## src/rtl/seven_segment_arbiter.sv

```systemverilog
// Round-robin arbiter that time-shares one seven-segment display between requesters,
// holding each grant for a minimum dwell so the shown value is readable.
module seven_segment_arbiter #(
    parameter int unsigned n_req       = 3,
    parameter int unsigned w_digit     = 2,
    parameter int unsigned hold_cycles = 25_000_000,
    parameter logic [w_digit*4-1:0] idle_number = '0
) (
    input  logic                                        clk,
    input  logic                                        rst,
    input  logic [n_req-1:0]                            req,
    input  logic [n_req*w_digit*4-1:0]                  req_number,
    input  logic [n_req*w_digit-1:0]                    req_dots,
    output logic [n_req-1:0]                            gnt,
    output logic [((n_req > 2) ? $clog2(n_req) : 1)-1:0] owner,
    output logic                                        busy,
    output logic [w_digit*4-1:0]                        number,
    output logic [w_digit-1:0]                          dots
);
    localparam int unsigned W_NUM  = w_digit * 4;
    localparam int unsigned W_OWN  = (n_req > 2) ? $clog2(n_req) : 1;
    localparam int unsigned W_HCNT = $clog2(hold_cycles);

    localparam logic [0:0] S_IDLE = 1'b0;
    localparam logic [0:0] S_HOLD = 1'b1;

    logic [0:0]        r_state;
    logic [W_HCNT-1:0] r_hcnt;
    logic [W_OWN-1:0]  r_last;
    logic [n_req-1:0]  r_gnt;
    logic [W_OWN-1:0]  r_owner;
    logic              r_busy;
    logic [W_NUM-1:0]  r_number;
    logic [w_digit-1:0] r_dots;

    logic [0:0]        w_state_nxt;
    logic [W_HCNT-1:0] w_hcnt_nxt;
    logic [W_OWN-1:0]  w_last_nxt;
    logic [n_req-1:0]  w_gnt_nxt;
    logic [W_OWN-1:0]  w_owner_nxt;
    logic [W_NUM-1:0]  w_number_nxt;
    logic [w_digit-1:0] w_dots_nxt;

    logic [W_OWN-1:0]  w_pick;
    logic              w_pick_vld;
    logic              w_expired;
    logic              w_own_req;
    logic              w_other_req;

    logic [W_NUM-1:0]   w_num_arr [n_req];
    logic [w_digit-1:0] w_dot_arr [n_req];

    for (genvar i = 0; i < n_req; i++) begin : g_slice
        assign w_num_arr[i] = req_number[i*W_NUM +: W_NUM];
        assign w_dot_arr[i] = req_dots[i*w_digit +: w_digit];
    end

    assign w_expired   = (r_hcnt == W_HCNT'(hold_cycles - 1));
    assign w_own_req   = req[r_owner];
    assign w_other_req = |(req & ~r_gnt);

    // First requester after the last owner, wrapping; the last owner itself is checked last.
    always_comb begin : rr_pick
        logic [W_OWN-1:0] idx;
        idx        = '0;
        w_pick     = '0;
        w_pick_vld = 1'b0;
        for (int unsigned k = 1; k <= n_req; k++) begin
            idx = W_OWN'((32'(r_last) + k) % n_req);
            if (!w_pick_vld && req[idx]) begin
                w_pick     = idx;
                w_pick_vld = 1'b1;
            end
        end
    end

    always_comb begin
        w_state_nxt  = r_state;
        w_hcnt_nxt   = r_hcnt;
        w_last_nxt   = r_last;
        w_gnt_nxt    = r_gnt;
        w_owner_nxt  = r_owner;
        w_number_nxt = r_number;
        w_dots_nxt   = r_dots;

        case (r_state)
            S_HOLD: begin
                if (!w_expired) begin
                    w_hcnt_nxt = r_hcnt + W_HCNT'(1);
                    if (w_own_req) begin
                        w_number_nxt = w_num_arr[r_owner];
                        w_dots_nxt   = w_dot_arr[r_owner];
                    end
                end else if (w_other_req) begin
                    w_hcnt_nxt   = '0;
                    w_last_nxt   = w_pick;
                    w_gnt_nxt    = n_req'(1) << w_pick;
                    w_owner_nxt  = w_pick;
                    w_number_nxt = w_num_arr[w_pick];
                    w_dots_nxt   = w_dot_arr[w_pick];
                end else if (w_own_req) begin
                    w_number_nxt = w_num_arr[r_owner];
                    w_dots_nxt   = w_dot_arr[r_owner];
                end else begin
                    w_state_nxt  = S_IDLE;
                    w_gnt_nxt    = '0;
                    w_owner_nxt  = '0;
                    w_number_nxt = idle_number;
                    w_dots_nxt   = '0;
                end
            end
            default: begin
                if (w_pick_vld) begin
                    w_state_nxt  = S_HOLD;
                    w_hcnt_nxt   = '0;
                    w_last_nxt   = w_pick;
                    w_gnt_nxt    = n_req'(1) << w_pick;
                    w_owner_nxt  = w_pick;
                    w_number_nxt = w_num_arr[w_pick];
                    w_dots_nxt   = w_dot_arr[w_pick];
                end else begin
                    w_gnt_nxt    = '0;
                    w_owner_nxt  = '0;
                    w_number_nxt = idle_number;
                    w_dots_nxt   = '0;
                end
            end
        endcase
    end

    always_ff @(posedge clk) begin
        if (rst) begin
            r_state  <= S_IDLE;
            r_hcnt   <= '0;
            r_last   <= W_OWN'(n_req - 1);
            r_gnt    <= '0;
            r_owner  <= '0;
            r_busy   <= 1'b0;
            r_number <= idle_number;
            r_dots   <= '0;
        end else begin
            r_state  <= w_state_nxt;
            r_hcnt   <= w_hcnt_nxt;
            r_last   <= w_last_nxt;
            r_gnt    <= w_gnt_nxt;
            r_owner  <= w_owner_nxt;
            r_busy   <= |w_gnt_nxt;
            r_number <= w_number_nxt;
            r_dots   <= w_dots_nxt;
        end
    end

    assign gnt    = r_gnt;
    assign owner  = r_owner;
    assign busy   = r_busy;
    assign number = r_number;
    assign dots   = r_dots;

endmodule

```

## config.mk

```make
export PLATFORM = sky130hd
export DESIGN_NAME = seven_segment_arbiter
export DESIGN_NICKNAME = d
export VERILOG_FILES = /design/src/rtl/seven_segment_arbiter.sv
export SDC_FILE = /design/constraint.sdc
export NUM_CORES = 1
export LEC_CHECK = 0
export BUFFER_PORTS_ARGS = -buffer_cell sky130_fd_sc_hd__buf_2
export CORE_AREA = 2 2 77 79
export CTS_BUF_LIST = sky130_fd_sc_hd__clkbuf_8
export DETAILED_ROUTE_END_ITERATION = 7
export DIE_AREA = 0 0 79 81
export PLACE_DENSITY_LB_ADDON = 0.3
export SLEW_MARGIN = 20
export SYNTH_ARGS = -nofsm -noshare
export SYNTH_HDL_FRONTEND = slang
export SYNTH_SLANG_ARGS = --single-unit
```

## constraint.sdc

```tcl
create_clock -name clk -period 3.24 [get_ports clk]
set_input_delay 0.648 -clock clk [delete_from_list [all_inputs] [get_ports clk]]
set_output_delay 0.648 -clock clk [all_outputs]
set_load 0.01 [all_outputs]
```

# == Yosys cells after proc, flatten, opt, wreduce, memory -nomap -nowiden ==
# Cells that the tools add are included.
# Widths: inputs -> output; s select.
# word_totals
regBits,44
in_bits,35
out_inout_bits,16
wordCells,103
# classes
addsub,4
div_mod_pow,3
order_cmp,6
n_eq_ne,6
shifts,1
mux,61
n_bitwise,4
n_reduce_logical,10
# op_table
op,count
$mux 25,4
$mod 32x2->32 const B,3
$mux 8,10
$mux 2,22
$bmux 8 s2,2
$add 25x1->25 const B,1
$eq 25x25->1 const B,1
$mux 3,5
$lt 2x3->1 const B,4
$mux 1,12
$bmux 1 s2,4
$bmux 2 s2,2
$add 2x2->3 const B,2
$ge 3x3->1 const B,2
$ne 3x2->1 const B,2
$not 2->3,2
$reduce_or 3->1,2
$ne 2x1->1 const B,2
$reduce_and 2->1,2
$add 2x1->3 const B,1
$and 3x3->3,1
$ne 3x1->1 const B,1
$not 3->3,1
$reduce_and 3->1,1
other kinds (4),6

# == Logic depth before layout (Yosys ltp) ==
# Gate-level depths: netlist (run 1).
# logic_depth
depth_word,18
mapped_depth,11
mapped_depth_nobuf,8

# == Worst setup path before layout (run 1) ==
# Ideal clock, no wire load.
# synth_timing
kind,reg-to-reg
start,register r_last[0]
end,register r_number[2] (netlist: number[2])
setup_ps,143
arrival_time_ps,2126
required_time_ps,3097
path_slack_ps,971
path_stages_with_launch,11
n_path_buf,2
synth_period_minus_slack_ps,2269
path_cell_list,dfxtp_1 -> inv_1 -> ha_1 -> clkbuf_1 -> nand3b_1 -> o311ai_0 -> o2bb2ai_1 -> buf_2 -> mux2_2 -> nand2_1 -> a211oi_2
# synth_via
elab_chain_len,18
elab_cells_between_ends,30
cone_classes,add/sub (3); div (3); mux (19); bitwise (1); reduce/logical (4)
# synth_rtl
element,line_no,rtl
from (decl),29,logic [W_OWN-1:0] r_last;
from (signal assigned),135,r_last <= W_OWN'(n_req - 1);
from (signal assigned),144,r_last <= w_last_nxt;
$add 2x1->3,69,idx = W_OWN'((32'(r_last) + k) % n_req);
$mod 32x2->32,69,
$bmux 1 s2,70,if (!w_pick_vld && req[idx]) begin
$mux 1 (not written as such),70,
$mux 1,70,
$logic_not 1->1,70,
$logic_and 1x1->1,70,
$mux 1,70,
$logic_not 1->1,70,
$logic_and 1x1->1,70,
$mux 2,70,
$not 2->3 (not written as such),"99, 119",
$bmux 8 s2,"99, 119",
$mux 8 (not written as such) (2 in a row),"99, 119",
$mux 8,94,end else if (w_other_req) begin
$mux 8,88,if (!w_expired) begin
$mux 8 (*),86,case (r_state)
to (signal assigned),139,r_number <= idle_number;
to (signal assigned),148,r_number <= w_number_nxt;
to (decl),33,logic [W_NUM-1:0] r_number;
# Mark *: on every way between the ends. The rest lies on a longest branch, timed or not. The select of a mux whose other input is x is not followed.
# A chain may end at the register's enable or synchronous reset.

# == Worst setup path after layout (run 1) ==
# layout_timing
start,register r_last[0]
end,register r_hcnt[22]
# layout_via
elab_chain_len,13
elab_cells_between_ends,21
cone_classes,add/sub (3); div (3); mux (9); reduce/logical (6)
# layout_rtl
element,line_no,rtl
$add 2x1->3,69,
$mod 32x2->32,69,
$bmux 1 s2,70,
$mux 1 (not written as such),70,
$mux 1,70,
$logic_not 1->1,70,
$logic_and 1x1->1,70,
$mux 1,70,
$logic_not 1->1,70,
$logic_and 1x1->1,70,
$mux 1 (*),70,
$reduce_bool 2->1 (no line) (*),-,
$reduce_and 2->1 (no line) (*),-,
to (signal assigned),143,r_hcnt <= w_hcnt_nxt;
to (decl),28,logic [W_HCNT-1:0] r_hcnt;
# Marked as above.

==> impl_results.md, run 1 <==
* Status: finished clean
* Die height at 81 µm
* Syn Std Cell Area at between 3000 and 4000 µm²
* Pint at 1.03 mW
* CP Capture Type: flop
* CP most frequent cell: mux2i_1
* Final min period at roughly 2.8 ns
* Fill cells at around 530
* Proportion of layout cells with a drive suffix above 1 at 0.251
* Max stage delay on crit path at 0.76 ns
* Residual DRC count at 0
* Buf+Inv Stages, Crit Path at 1
* Seq pwr share at 0.392
* Worst-path clk slew at around 0.08 ns
* Worst r2r src: r_last[0]
* TritonRoute pass-1 iters at 4
* Final period util at 0.867
* Switching share of power at 0.336
* Num CTS Buffers at 5
* Starting DRT DRC Count at 162
* Die Wd at 79 µm
* Final WL at between 7 and 8 mm
* Hold Crit Start: r_last[0]
* Initial antenna violation count at 0
* CP top delay family: compound AO/OA/AOI/OAI gates
* Avg WL per Cell at ~15 µm
* # setup viols final at 0
* FF/Latch Area at roughly 880 µm²
* P per Cell Area at approximately 460 nW/µm²
* Avg Synthesized Cell Area at just over 8 µm²
* Worst Tran Pin Value at around 0.84 ns
* CTS tree: done
* Root Buffer: clkbuf_8
* Post-synth net total at between 400 and 500
* Worst VDD drop at ~0.22 mV
* Post-route antenna net violation count at 0
* Vias at 2874
* Slew Limit Headroom at 0.432
* NetSw at roughly 0.52 mW
* Worst endpoint data arrival time at 3.02 ns
* Via density per instance at 5.91
* Area of the multi-input gates at between 1500 and 2000 µm²
* Post-route setup slack at 0.432 ns
* Die footprint at about 6400 µm²
* RSZ-0062 raised after global routing: false
* Number of placed instances, taps included at 478
* Critical-path top delay cell: o41ai_2
* Gr usage total at 0.229
* H-tree depth at 2
* Synthesis warning total at 0
* Clock skew at 0.00699 ns
* Leakage power at 1.29 nW
* Vias in the first global route at roughly 2600
* Fmax achieved at 356 MHz
* Pin count of the biggest net entering global routing at 37
* Antenna cells at 0
* Critical Path Source Type: flop
* IO buf count at 50
* Required @ worst endpoint at roughly 3.5 ns
* Initial core utilization at 0.530
* Post-synth EDFFs at 0
* Layout area overhead at 13.0%
* Crit-path cells: inv_1, ha_1, mux2i_1, mux2i_1, o41ai_2, nand2_2, a311oi_1
* Clock Power Share at 0.270
* # Max-Cap Violations at 0
* Sequential area share after synthesis at 0.293
* Pins Over Slew Limit at 0
* NumNets Final at 450
* Dpl ws at 0.490 ns
* Post-route non-filler standard cell count at approximately 490
* Setup TNS after final layout at 0 ns
* GP Congestion at a little over 0.8
* Final hold vios at 0
* Flops & latches, synth at between 40 and 50
* Async set-reset flop share out of synthesis at 0
* Setup Fix Bufs, Post-CTS at 0
* Crit Path Class: flop to flop
* # IOs at 51
* Max FO, Critical Path at 12
* GRT Residual Overflow at 0
* CTS max path bufs at 2
* Num Clock Sinks at 44
* Predominant post-synthesis flop cell: dfxtp_1
* Clock Latency Late Sink at roughly 0.31 ns
* Combinational share of power at 0.338
* Hold-fix buffers at CTS at 0
* Post-CTS Resized at 0
* Synthesized instance count at between 300 and 400
* Worst Hold Class: flop to flop
* First-pass GRT wire length at between 10 and 15 mm
* CORE AREA at ~5700 µm²
* Post-detail-place hpwl at approximately 5.2 mm
* Synth cell types at slightly below 60
* Row Count at 28
* Worst Setup SP: r_last[0]
[cell usage after synthesis (all sizes together), types with 9 or more instances]
cell / number / area share
a2bb2oi: 10 / 0.042
mux2: 10 / 0.037
a21oi: 26 / 0.043
buf: 13 / 0.030
clkbuf: 12 / 0.015
mux2i: 15 / 0.050
nand2: 48 / 0.062
a211oi: 9 / 0.037
a311oi: 13 / 0.046
o21ai: 24 / 0.040
nor2: 53 / 0.066
dfxtp: 44 / 0.29
[area by class of cell]
cell class                      instances  share of cell area
Multi-Input combinational cell        294               0.582
Tap cell                               75              0.0276
Sequential cell                        44               0.259
Clock buffer                            5              0.0202
Timing Repair Buffer                   59              0.0935
Inverter                                6             0.00662
Clock inverter                          3              0.0114
[layer usage]
metal  vias up  routed length (µm)  part of all wire  track usage
li1       1427                   -                 -            -
met4         0                 136             0.019       0.0741
met3        15                 317             0.044       0.0389
met1      1366                3290              0.45        0.284
met5         -                   0                 0            0
met2        66                3510              0.48        0.404
[state kept, by name, summed over array words and instances (netlist names)]
name	cells
owner	2
gnt	3
number	8
r_last	2
dots	2
busy	1
r_state	1
r_hcnt	25
[worst paths after layout]
kind                end  cells past startpoint  slack (ns)
min           r_last[0]                      2        0.50
min reg2reg   r_last[0]                      2        0.50
max reg2reg  r_hcnt[22]                      7        0.43
max          r_hcnt[22]                      7        0.43
[cells by family (layout without fill, tap and decap cells)]
family | Yosys count | in the layout | synth area share
buf+inv | 31 | 73 | 0.0524
simple gates | 148 | 148 | 0.245
mux | 25 | 25 | 0.0874
compound gates | 108 | 108 | 0.279
xor+xnor | 8 | 8 | 0.0233
fa+ha+maj | 5 | 5 | 0.0208
flops | 44 | 44 | 0.293
[worst register-to-register path, cell delays in order, from the launching register on]
cell and delay [ns]:
dfxtp_1 0.35, inv_1 0.09, ha_1 0.33, mux2i_1 0.28, mux2i_1 0.14, o41ai_2 0.76
nand2_2 0.39, a311oi_1 0.38
[per-stage QoR]
step / util / power (mW) / hold WS, ns / area, µm²
floorplan: - / 1.01 / 0.463 / 3010
global placement: 0.580 / 1.13 / 0.478 / 3290
detailed placement: 0.580 / 1.14 / 0.493 / 3290
CTS: 0.599 / 1.56 / 0.505 / 3400
global route: 0.599 / 1.63 / 0.517 / 3400
finish: 0.599 / 1.55 / 0.505 / 3400
[power groups by stage]
stage | clock network, mW | registers (mW) | logic [mW]
6_report | 0.419 | 0.609 | 0.524
5_1_grt | 0.447 | 0.614 | 0.574
4_1_cts | 0.427 | 0.609 | 0.523
3_5_place_dp | 0 | 0.622 | 0.519
3_3_place_gp | 0 | 0.621 | 0.508
2_1_floorplan | 0 | 0.628 | 0.378
[placed cells by master, fill, tap and decap left out, types with 4 or more instances in the layout]
| cell type | count |
|---|---|
| a2bb2oi_1 | 4 |
| a311oi_2 | 4 |
| nand2b_1 | 7 |
| nand3b_1 | 4 |
| buf_2 | 50 |
| a311oi_1 | 9 |
| dfxtp_1 | 44 |
| buf_4 | 9 |
| nor2_1 | 53 |
| a2bb2oi_2 | 6 |
| inv_1 | 7 |
| clkbuf_8 | 5 |
| ha_1 | 5 |
| o21ai_0 | 22 |
| a21oi_1 | 26 |
| nand3_1 | 8 |
| nor3_1 | 5 |
| and3_1 | 5 |
| nand4_1 | 5 |
| nand2_1 | 45 |
| mux2_2 | 7 |
| a211oi_2 | 9 |
| mux2i_1 | 15 |
| xnor2_1 | 8 |
No activity file was read; power rests on OpenSTA's default activity.
==> run 2, diff against run 1 <==
CORE_AREA = 2 2 81 83   (was 2 2 77 79)
DIE_AREA = 0 0 83 85   (was 0 0 79 81)
==> impl_results.md, run 2 (synthesized netlist as in run 1, its figures left out) <==
* Status: finished clean
* NetSw at 0.530 mW
* Row Count at 29
* Clock Power Share at 0.249
* Critical Path Source Type: flop
* Num CTS Buffers at 5
* Via density per instance at 5.91
* # Max-Cap Violations at 0
* Die Wd at 83 µm
* Final min period at between 2 and 3 ns
* Dpl ws at 0.587 ns
* Worst r2r src: r_last[0]
* GP Congestion at a little under 0.9
* Setup TNS after final layout at 0 ns
* CTS max path bufs at 2
* Avg WL per Cell at approximately 15 µm
* Commonest cells after routing, fill and taps aside: nor2_1 (53), buf_2 (50), nand2_1 (45)
* Layout area overhead at 13.3%
* Pins Over Slew Limit at 0
* RSZ-0062 raised after global routing: false
* Vias at about 2900
* Num Clock Sinks at 44
* Pwr Total at ~1.5 mW
* Post-CTS Resized at 0
* Root Buffer: clkbuf_8
* First-pass GRT wire length at around 12 mm
* Largest Register: r_hcnt
* Final hold vios at 0
* Setup Fix Bufs, Post-CTS at 0
* NumNets Final at between 400 and 500
* Leakage power at ~1.3 nW
* Pin count of the biggest net entering global routing at 26
* Final period util at 0.827
* Pint at 0.980 mW
* Residual DRC count at 0
* Worst VDD drop at roughly 0.27 mV
* Post-route setup slack at 0.559 ns
* Starting DRT DRC Count at 105
* CP Capture Type: flop
* Initial core utilization at 0.485
* Slew Limit Headroom at 0.576
* Seq pwr share at 0.402
* Hold-fix buffers at CTS at 0
* Fmax achieved at 373 MHz
* Combinational share of power at 0.349
* Worst Hold Class: flop to flop
* Post-route antenna net violation count at 0
* # setup viols final at 0
* IO buf count at 50
* H-tree depth at 2
* CTS tree: done
* Register-to-Register Path Depth at 9
* Die height at ~85 µm
* # IOs at 51
* Max FO, Critical Path at 9
* Post-detail-place hpwl at between 5 and 6 mm
* Largest register FFs at 25
* WHS Path Cells at 2
* Clock Latency Late Sink at roughly 0.30 ns
* Placed Instance Area at about 3300 µm²
* CORE AREA at between 6000 and 7000 µm²
* Worst-path clk slew at ~0.09 ns
* Gr usage total at 0.209
* Worst Tran Pin Value at around 0.63 ns
* Die footprint at between 7000 and 8000 µm²
* Vias in the first global route at 2726
* TritonRoute pass-1 iters at 4
* Design Area, Final at 3410 µm²
* GRT Residual Overflow at 0
* Switching share of power at 0.351
* R2R Setup Slk at 0.56 ns
* Worst Setup EP: r_hcnt[12]
* P per Cell Area at approximately 440 nW/µm²
* Proportion of layout cells with a drive suffix above 1 at 0.257
* Worst endpoint data arrival time at around 2.9 ns
* Final WL at between 7 and 8 mm
* R2r endpoint: r_hcnt[12]
* Clock skew at around 0.0080 ns
* Crit Path Class: flop to flop
* Initial antenna violation count at 0
* Antenna cells at 0
* Worst Setup SP: r_last[0]
* Required @ worst endpoint at 3.48 ns
* Leading cell type in the layout, fill and taps excluded: nor2_1
## run 2: cell types whose count changed in the layout (fill, tap and decap cells not counted)
| cell | before | now |
|---|---|---|
| bufinv_16 | 1 | 0 |
| clkinvlp_4 | 0 | 2 |
| buf_4 | 9 | 11 |
| clkinv_2 | 1 | 0 |
| inv_1 | 7 | 6 |
| clkbuf_8 | 5 | 6 |
## run 2: worst min-delay path by stage
stage,startpoint,endpoint,slack [ns]
6_report,r_last[0],r_last[0],0.50
5_1_grt,r_last[0],r_last[0],0.52
4_1_cts,r_last[0],r_last[0],0.50
3_5_place_dp,r_last[0],r_last[0],0.49
3_3_place_gp,r_hcnt[20],r_hcnt[20],0.48
2_1_floorplan,r_hcnt[12],r_hcnt[12],0.46
## run 2: routing by layer
| layer | share of wire | vias to the layer above | track usage | wire length [µm] |
|---|---|---|---|---|
| li1 | - | 1431 | - | - |
| met1 | 0.47 | 1401 | 0.273 | 3460 |
| met2 | 0.48 | 51 | 0.348 | 3570 |
| met3 | 0.032 | 12 | 0.0360 | 240 |
| met4 | 0.016 | 0 | 0.0775 | 120 |
| met5 | 0 | - | 0 | 0 |
## run 2: cell type report
class                      instances  area [µm²]
clock inverter                     2        15.0
sequential                        44         881
tap                               77        96.3
inverter                           6        22.5
multi-input combinational        294        1980
timing repair buffer              61         333
fill                             582        2800
clock buffer                       6        82.6
## run 2: power by group through the flow
stage | Combinational [mW] | Clock (mW) | Sequential (mW)
final | 0.527 | 0.376 | 0.607
after global routing | 0.578 | 0.407 | 0.612
after CTS | 0.527 | 0.379 | 0.608
after detailed placement | 0.525 | 0 | 0.620
after global placement | 0.514 | 0 | 0.619
after floorplan | 0.378 | 0 | 0.628
## run 2: metrics by stage
stage,instances,hold WS [ns],util
floorplan,369,0.463,-
global placement,482,0.484,0.533
detailed placement,482,0.489,0.533
CTS,490,0.500,0.549
global route,490,0.522,0.549
finish,490,0.497,0.549
## run 2: worst max-delay path, cell delays in order (launching register included)
cell and delay, ns:
dfxtp_1 0.34, inv_1 0.09, ha_1 0.35, mux2i_1 0.27
mux2i_1 0.15, o41ai_2 0.61, buf_4 0.27, and2_1 0.27
o21ai_0 0.13, a21oi_1 0.14
==> run 3, diff against run 2 <==
clock period = 2.25 ns   (was 3.24 ns; I/O delays follow)
==> impl_results.md, run 3 (synthesized netlist as in run 1, its figures left out) <==
* TritonRoute pass-1 iters at 4
* Num Clock Sinks at 44
* Die Wd at between 80 and 90 µm
* Commonest cells after routing, fill and taps aside: nor2_1 (53), buf_2 (50), nand2_1 (45)
* Slew Limit Headroom at 0.563
* Worst Hold Class: input pin to flop
* Worst endpoint data arrival time at around 2.4 ns
* IO buf count at 50
* Placed Instance Area at between 3000 and 4000 µm²
* Num CTS Buffers at 5
* First-pass GRT wire length at about 13 mm
* Crit Path Class: flop to flop
* Layout area overhead at 23.4%
* Max FO, Critical Path at 9
* R2r endpoint: number[6]
* Pwr Total at 2.28 mW
* Root Buffer: clkbuf_8
* Initial core utilization at 0.485
* Gr usage total at 0.217
* CTS tree: done
* Worst Tran Pin Value at ~0.65 ns
* Status: finished clean
* CORE AREA at 6200 µm²
* Post-layout util at 0.598
* Vias in the first global route at approximately 2900
* Avg WL per Cell at between 15 and 20 µm
* # Max-Cap Violations at 0
* Largest Register: r_hcnt
* Via density per instance at 5.80
* Required @ worst endpoint at about 2.5 ns
* Antenna cells at 0
* Row Count at 29
* Initial antenna violation count at 0
* H-tree depth at 2
* Largest register FFs at 25
* Worst-path clk slew at roughly 0.080 ns
* Post-route antenna net violation count at 0
* # IOs at 51
* # setup viols final at 0
* Residual DRC count at 0
* Pin count of the biggest net entering global routing at 37
* Clock skew at roughly 0.0057 ns
* Worst hold endpoint: number[6]
* NumNets Final at 475
* Clock Latency Late Sink at 0.30 ns
* Pins Over Slew Limit at 0
* Worst r2r src: r_state
* Starting DRT DRC Count at about 150
* R2R Setup Slk at 0.10 ns
* Vias at between 2000 and 3000
* Die footprint at 7060 µm²
* CTS max path bufs at 2
* Worst VDD drop at roughly 0.40 mV
* Final min period at 2.15 ns
* GRT Residual Overflow at 0
* Leading cell type in the layout, fill and taps excluded: nor2_1
* Fmax achieved at 466 MHz
* P per Cell Area at 615 nW/µm²
* Hold-fix buffers at CTS at 0
* Proportion of layout cells with a drive suffix above 1 at 0.336
* Critical Path Source Type: flop
* WHS Path Cells at 3
* Final WL at just under 8 mm
* RSZ-0062 raised after global routing: true
* Design Area, Final at ~3700 µm²
* Final hold vios at 0
* Final period util at 0.955
* CP Capture Type: flop
* Die height at approximately 85 µm
* Post-detail-place hpwl at 5.58 mm
* GP Congestion at 0.846
* Hold Crit Start: req_number[22]
* Register-to-Register Path Depth at 6
* Leakage power at 1.43 nW
[run 3: worst max path at each step]
stage	from	end	depth (start not counted)
5_1_grt	r_hcnt[18]	number[5]	7
6_report	r_state	number[6]	6
3_5_place_dp	r_last[1]	number[6]	10
3_3_place_gp	r_last[0]	number[5]	10
4_1_cts	r_last[1]	r_hcnt[9]	8
2_1_floorplan	r_last[0]	number[2]	10
[run 3: per-stage QoR]
step	setup TNS, ns	worst slack (ns)	hold WS (ns)	cells
final	0	0.102	0.419	512
after global routing	-0.0508	-0.0361	0.423	512
after CTS	0	0.00401	0.408	510
after detailed placement	-0.207	-0.0691	0.495	503
after global placement	0	0.0371	0.475	503
after floorplan	0	0.0519	0.463	369
[run 3: what timing repair did]
item | CTS | global route
pin swaps | 0 | 3
setup endpoints to repair | 32 | 43
gates cloned | 0 | 1
gates resized for setup | 5 | 21
setup buffers | 0 | 1
[run 3: metal layers]
layer  vias up  wire length, µm  track usage
li1       1477                -            -
met1      1423             3500        0.274
met2        63             4060        0.380
met3         8              294       0.0370
met4         0               80       0.0656
met5         -                0            0
[run 3: worst max-delay path, cell delays in order, from the launching register on]
cell	delay, ns
dfxtp_1	0.53
o2111ai_1	0.25
buf_4	0.20
nor2_1	0.51
a21oi_1	0.18
a2bb2oi_2	0.20
a211oi_2	0.20
[run 3: final cells by class]
class | instances | area [µm²]
Multi-Input combinational cell | 294 | 2080
Fill cell | 546 | 2490
Timing Repair Buffer | 84 | 548
Clock buffer | 5 | 68.8
Sequential cell | 44 | 886
Clock inverter | 2 | 8.76
Tap cell | 77 | 96.3
Inverter | 6 | 25.0
[run 3: power breakdown]
group	internal, mW	switching [mW]
Clock	0.207	0.267
Sequential	0.833	0.0417
Combinational	0.451	0.484
